## src/rtl/foxtrot_pkg.sv

```systemverilog
// foxtrot_pkg: types and helpers shared by the flush arbiter and its picker.
//   fa_state_e  : arbiter FSM states (IDLE, ISSUE, WAIT)
//   br_req_t    : one branch unit's mispredict report {valid, inst_id, target_pc}
//   id_mask     : all-ones mask for an id of a given width
//   age_of      : distance of an id from the ROB tail, modulo the ROB depth
// ROB ids are carried in a fixed ID_MAX-bit container so a single struct and
// function serve any ROB width up to ID_MAX bits; the real width is passed
// as 'bits' and applied through id_mask.
package foxtrot_pkg;

  localparam int ID_MAX = 16;

  typedef logic [ID_MAX-1:0] id_t;

  typedef enum logic [1:0] {
    IDLE  = 2'd0,
    ISSUE = 2'd1,
    WAIT  = 2'd2
  } fa_state_e;

  typedef struct packed {
    logic        valid;
    id_t         inst_id;
    logic [63:0] target_pc;
  } br_req_t;

  function automatic id_t id_mask(input int unsigned bits);
    return (id_t'(1) << bits) - id_t'(1);
  endfunction

  // Smaller age means closer to the tail, i.e. older.
  function automatic id_t age_of(input id_t id, input id_t tail, input int unsigned bits);
    return (id - tail) & id_mask(bits);
  endfunction

endpackage

```

## src/rtl/flush_arbiter_oldest_select.sv

```systemverilog
// oldest_select: combinational BR_COUNT-way picker of the oldest flush target.
//   i_req    : per-lane mispredict reports (inst_id is the branch id)
//   i_tail   : current ROB tail (oldest entry)
//   o_valid  : at least one lane valid
//   o_idx    : winning lane
//   o_target : winning flush target (branch id + 1, wrapped)
//   o_age    : age of o_target relative to i_tail
//   o_pc     : winning lane's redirect target
// Equal ages keep the lowest lane index; this also merges lanes that report
// the same target in one cycle.
module oldest_select
  import foxtrot_pkg::*;
#(
  parameter int BR_COUNT = 2,
  parameter int ID_BITS  = 6,
  parameter int IDX_W    = (BR_COUNT > 1) ? $clog2(BR_COUNT) : 1
) (
  input  br_req_t [BR_COUNT-1:0] i_req,
  input  id_t                    i_tail,
  output logic                   o_valid,
  output logic [IDX_W-1:0]       o_idx,
  output id_t                    o_target,
  output id_t                    o_age,
  output logic [63:0]            o_pc
);

  id_t w_tgt [BR_COUNT];
  id_t w_age [BR_COUNT];

  for (genvar g = 0; g < BR_COUNT; g++) begin : g_lane
    assign w_tgt[g] = (i_req[g].inst_id + id_t'(1)) & id_mask(ID_BITS);
    assign w_age[g] = age_of(w_tgt[g], i_tail, ID_BITS);
  end

  always_comb begin
    o_valid  = 1'b0;
    o_idx    = '0;
    o_target = '0;
    o_age    = '0;
    o_pc     = '0;
    for (int i = 0; i < BR_COUNT; i++) begin
      // strict '<' keeps the earlier lane on an age tie
      if (i_req[i].valid && (!o_valid || (w_age[i] < o_age))) begin
        o_valid  = 1'b1;
        o_idx    = IDX_W'(i);
        o_target = w_tgt[i];
        o_age    = w_age[i];
        o_pc     = i_req[i].target_pc;
      end
    end
  end

endmodule

```

## src/rtl/flush_arbiter.sv

```systemverilog
// flush_arbiter: sole driver of the ROB flush port.
//   br_valid/br_inst_id/br_target_pc : per-branch-unit mispredict reports
//   rob_tail / rob_head               : ROB oldest entry / next-allocate slot
//   rob_stall_rename                  : ROB still busy flushing
//   start_flush / start_flush_to      : one-cycle flush request, first id to squash
//   redirect_valid / redirect_pc      : one-cycle fetch redirect
//   frontend_stall                    : hold fetch/decode while a flush is live
//   busy                              : FSM not idle
//   flush_count                       : saturating count of flushes sent to the ROB
// Every output is a register loaded from the next-state decode, so a report
// seen at one edge shows up on the outputs right after that edge.
// INST_ID_BITS must not exceed foxtrot_pkg::ID_MAX.
module flush_arbiter
  import foxtrot_pkg::*;
#(
  parameter int INST_ID_BITS = 6,
  parameter int BR_COUNT     = 2,
  parameter int CNT_BITS     = 16
) (
  input  logic                                    clk,
  input  logic                                    rst,
  input  logic [BR_COUNT-1:0]                     br_valid,
  input  logic [BR_COUNT-1:0][INST_ID_BITS-1:0]   br_inst_id,
  input  logic [BR_COUNT-1:0][63:0]               br_target_pc,
  input  logic [INST_ID_BITS-1:0]                 rob_tail,
  input  logic [INST_ID_BITS-1:0]                 rob_head,
  input  logic                                    rob_stall_rename,
  output logic                                    start_flush,
  output logic [INST_ID_BITS-1:0]                 start_flush_to,
  output logic                                    redirect_valid,
  output logic [63:0]                             redirect_pc,
  output logic                                    frontend_stall,
  output logic                                    busy,
  output logic [CNT_BITS-1:0]                     flush_count
);

  localparam int IDX_W = (BR_COUNT > 1) ? $clog2(BR_COUNT) : 1;

  fa_state_e               r_state;
  fa_state_e               w_next;
  logic [INST_ID_BITS-1:0] r_pend_target;
  logic [63:0]             r_pend_pc;
  logic                    r_start_flush;
  logic                    r_redirect_valid;
  logic                    r_frontend_stall;
  logic                    r_busy;
  logic [CNT_BITS-1:0]     r_flush_count;

  br_req_t [BR_COUNT-1:0]  w_req;
  logic                    w_sel_valid;
  logic [IDX_W-1:0]        w_sel_idx;
  id_t                     w_sel_target;
  id_t                     w_sel_age;
  logic [63:0]             w_sel_pc;
  id_t                     w_pend_age;
  logic                    w_accept;
  logic                    w_redir_only;
  logic                    w_unused_idx;

  for (genvar g = 0; g < BR_COUNT; g++) begin : g_req
    assign w_req[g] = '{valid: br_valid[g], inst_id: id_t'(br_inst_id[g]),
                        target_pc: br_target_pc[g]};
  end

  oldest_select #(
    .BR_COUNT (BR_COUNT),
    .ID_BITS  (INST_ID_BITS),
    .IDX_W    (IDX_W)
  ) u_pick (
    .i_req    (w_req),
    .i_tail   (id_t'(rob_tail)),
    .o_valid  (w_sel_valid),
    .o_idx    (w_sel_idx),
    .o_target (w_sel_target),
    .o_age    (w_sel_age),
    .o_pc     (w_sel_pc)
  );

  // winning lane index is only of debug interest here
  assign w_unused_idx = ^w_sel_idx;

  // re-evaluated against the live tail every cycle
  assign w_pend_age = age_of(id_t'(r_pend_target), id_t'(rob_tail), INST_ID_BITS);

  always_ff @(posedge clk) begin
    if (rst) r_state <= IDLE;
    else     r_state <= w_next;
  end

  always_comb begin
    w_next       = r_state;
    w_accept     = 1'b0;
    w_redir_only = 1'b0;
    unique case (r_state)
      IDLE: begin
        if (w_sel_valid) begin
          w_accept = 1'b1;
          // target == head: nothing younger to squash, only refetch
          if (w_sel_target == id_t'(rob_head)) w_redir_only = 1'b1;
          else                                 w_next       = ISSUE;
        end
      end
      ISSUE: w_next = WAIT;
      WAIT: begin
        // an older target preempts, even if the ROB releases this cycle;
        // anything not older is already being squashed
        if (w_sel_valid && (w_sel_age < w_pend_age)) begin
          w_accept = 1'b1;
          w_next   = ISSUE;
        end else if (!rob_stall_rename) begin
          w_next = IDLE;
        end
      end
      default: w_next = IDLE;
    endcase
  end

  always_ff @(posedge clk) begin
    if (rst) begin
      r_pend_target    <= '0;
      r_pend_pc        <= '0;
      r_start_flush    <= 1'b0;
      r_redirect_valid <= 1'b0;
      r_frontend_stall <= 1'b0;
      r_busy           <= 1'b0;
      r_flush_count    <= '0;
    end else begin
      if (w_accept) begin
        r_pend_target <= w_sel_target[INST_ID_BITS-1:0];
        r_pend_pc     <= w_sel_pc;
      end
      r_start_flush    <= (w_next == ISSUE);
      r_redirect_valid <= (w_next == ISSUE) || w_redir_only;
      r_frontend_stall <= (w_next != IDLE) || w_redir_only;
      r_busy           <= (w_next != IDLE);
      if ((w_next == ISSUE) && (r_flush_count != {CNT_BITS{1'b1}}))
        r_flush_count <= r_flush_count + CNT_BITS'(1);
    end
  end

  assign start_flush    = r_start_flush;
  assign start_flush_to = r_pend_target;
  assign redirect_valid = r_redirect_valid;
  assign redirect_pc    = r_pend_pc;
  assign frontend_stall = r_frontend_stall;
  assign busy           = r_busy;
  assign flush_count    = r_flush_count;

endmodule

```

## config.mk

```make
export PLATFORM = sky130hd
export DESIGN_NAME = flush_arbiter
export DESIGN_NICKNAME = d
export VERILOG_FILES = /design/src/rtl/foxtrot_pkg.sv /design/src/rtl/flush_arbiter_oldest_select.sv /design/src/rtl/flush_arbiter.sv
export SDC_FILE = /design/constraint.sdc
export NUM_CORES = 1
export LEC_CHECK = 0
export CAP_MARGIN = 20
export CORE_ASPECT_RATIO = 1.75
export CORE_MARGIN = 4
export CORE_UTILIZATION = 28
export CTS_CLUSTER_DIAMETER = 50
export DETAILED_ROUTE_END_ITERATION = 10
export PLACE_DENSITY = 0.56
export SYNTH_ARGS = -nofsm -noshare
export SYNTH_HDL_FRONTEND = slang
export SYNTH_HIERARCHICAL = 1
export SYNTH_SLANG_ARGS = --single-unit
export TNS_END_PERCENT = 20
```

## constraint.sdc

```tcl
create_clock -name clk -period 5.2 [get_ports clk]
set_clock_uncertainty 0.05 [all_clocks]
set_input_delay 0.78 -clock clk [delete_from_list [all_inputs] [get_ports clk]]
set_output_delay 0.78 -clock clk [all_outputs]
set_load 0.05 [all_outputs]
```

==> results_dict.tcl <==
set metrics [dict create \
    whs_ns 0.3982 \
    min_period_ns 5.039 \
    diodes 0 \
    pin_count 247 \
    antenna_found_initial 0 \
    clock_path_buffers 2 \
    dp_hpwl_mm 15.40 \
    cap_violations 0 \
    clkTransAtPathRegs_ns 0.07 \
    routed_wl_mm 20.17 \
    final_hold_viol_count 0 \
    crit_arrival_ns 5.26 \
    start_util_pct 28.50 \
    syn_to_final_growth_pct 56.61 \
    gp_congestion 0.8294 \
    clockRootBuffer "clkbuf_16" \
    multi_input_area_sq_um 3836 \
    core-area_sq_um 21500 \
    antenna_left 0 \
    track_usage_pct 16.16 \
    fp-row-count 71 \
    avgSynthCellArea_sq_um 7.518 \
    critPathKind "input pin to register" \
    first_pass_iters 4 \
    p_leak_nw 4.145 \
    min_from "redirect_pc[30]$_SDFFE_PP0P_" \
    globalRouteOverflowTotal 0 \
    grt_max_degree 96 \
    nFillCells 2231 \
    die_w_um 119.8 \
    critPathLaunch "br_inst_id[9]" \
    worstPathRequired_ns 5.42 \
    ir_drop_uv 169.9 \
    vias 6071 \
    post-route-drc-count 0 \
    routedWlPerCell_um 14.62 \
    syn_inst 815 \
    avgViaCountPerCell 4.402 \
    cts_tree "done" \
    r2r_start "start_flush_to[1]$_SDFFE_PP0P_" \
    numCtsBuffers 9 \
    tightestPinTransition_ns 1.081 \
    drt_iter0_markers 243 \
    pre_cts_slack_ns -0.5571 \
    max_freq_mhz 198.4 \
    power.total_mw 2.663 \
    grt_pass1_vias 5912 \
    ctsHoldBuffers 0 \
    ys.warnings.count 6 \
    slew_headroom_pct 27.96 \
    fin_nets 1270 \
    clkSinkCount 92 \
    report.final.slew_viol_count 0 \
    tns_ns 0 \
    htreeDepth 3 \
    hold_class "register to register" \
    dieArea_sq_um 24410 \
    drive_gt1_share_pct 11.13 \
    io_buffers 246 \
    setup_viol 0 \
    p_per_area_nw_per_um2 277.5 \
    netlist_area_sq_um 6127 \
    worst_slack_ns 0.1608 \
    seq_area_sq_um 1842 \
    die_h_um 203.7 \
    fin_util_pct 44.63 \
    grt_pass1_wl_mm 31.23 \
    status "complete, no violations" \
    startpoint_type "input pin" \
    cp_max_fo 4 \
    finalCritPeriodShare_pct 96.91 \
    setup.worst_path.end_class "register" \
    clk_latency_ns 0.35 \
]
## routing by layer
layer	GRT usage [%]	wire (um)
met5	0	0
met3	3.718	1185
met1	17.04	7570
met4	7.251	642
met2	30.16	10770
## worst paths after layout
check,endpoint,slack (ns),cells past startpoint
worst min-delay path,redirect_pc[30]$_SDFFE_PP0P_,0.40,2
worst max-delay path,flush_count[6]$_SDFFE_PP0P_,0.16,20
worst min register to register,redirect_pc[30]$_SDFFE_PP0P_,0.40,2
worst max register to register,flush_count[6]$_SDFFE_PP0P_,1.76,14
## registers in the layout (all words and copies together), names as in the netlist
register        flops
busy                1
flush_count        16
frontend_stall      1
r_state             2
redirect_pc        64
redirect_valid      1
start_flush         1
start_flush_to      6
## cell usage in the layout (no fill, tap or decap), types with 9 or more instances in the layout
cell	instances
clkdlybuf4s50_1	236
dfxtp_1	92
nor2b_1	9
nor2_1	18
clkbuf_16	9
buf_4	50
nand3_1	10
ha_1	23
a21oi_1	84
nand2_1	217
inv_1	84
conb_1	20
xnor2_1	15
mux2i_1	69
## layout make-up
class,count,share of cell area [%]
Clock inverter,6,0.5868
Clock buffer,10,2.491
Timing Repair Buffer,301,30.58
Inverter,86,3.364
Multi-Input combinational cell,592,39.98
Tap cell,292,3.808
Sequential cell,92,19.19
## repair_timing
item                                    4_1_cts  5_1_grt
endpoints found under the setup margin       85       90
pin swaps                                    18       22
buffers inserted                              5        2
resized for setup                            29       29
endpoints found under the hold margin         0        0
## through the flow
step	std cells	instance area [sq um]
after global routing	1379	9595
after detailed placement	1356	9044
final	1379	9595
after floorplan	834	6198
after CTS	1377	9474
after global placement	1356	9044
## critical path, cell delays in order
cell             delay, ns
clkdlybuf4s50_1       0.57
nand3_1               0.12
xnor2_1               0.27
ha_1                  0.30
o21ai_1               0.08
nand2b_1              0.10
xnor2_2               0.15
ha_1                  0.32
a21o_1                0.18
nand2_1               0.07
o211a_4               0.20
buf_4                 0.11
mux2_2                0.33
ha_1                  0.29
o211a_1               0.27
a211oi_4              0.33
o21ai_4               0.10
buf_4                 0.16
or4_1                 0.39
a21oi_1               0.14
## power by group
| group | internal (mW) | switching, mW |
|---|---|---|
| logic | 0.543 | 0.659 |
| registers | 0.767 | 0.0358 |
| clock network | 0.348 | 0.309 |
| total | 1.66 | 1.00 |
Power figures use the tool's default switching activity.
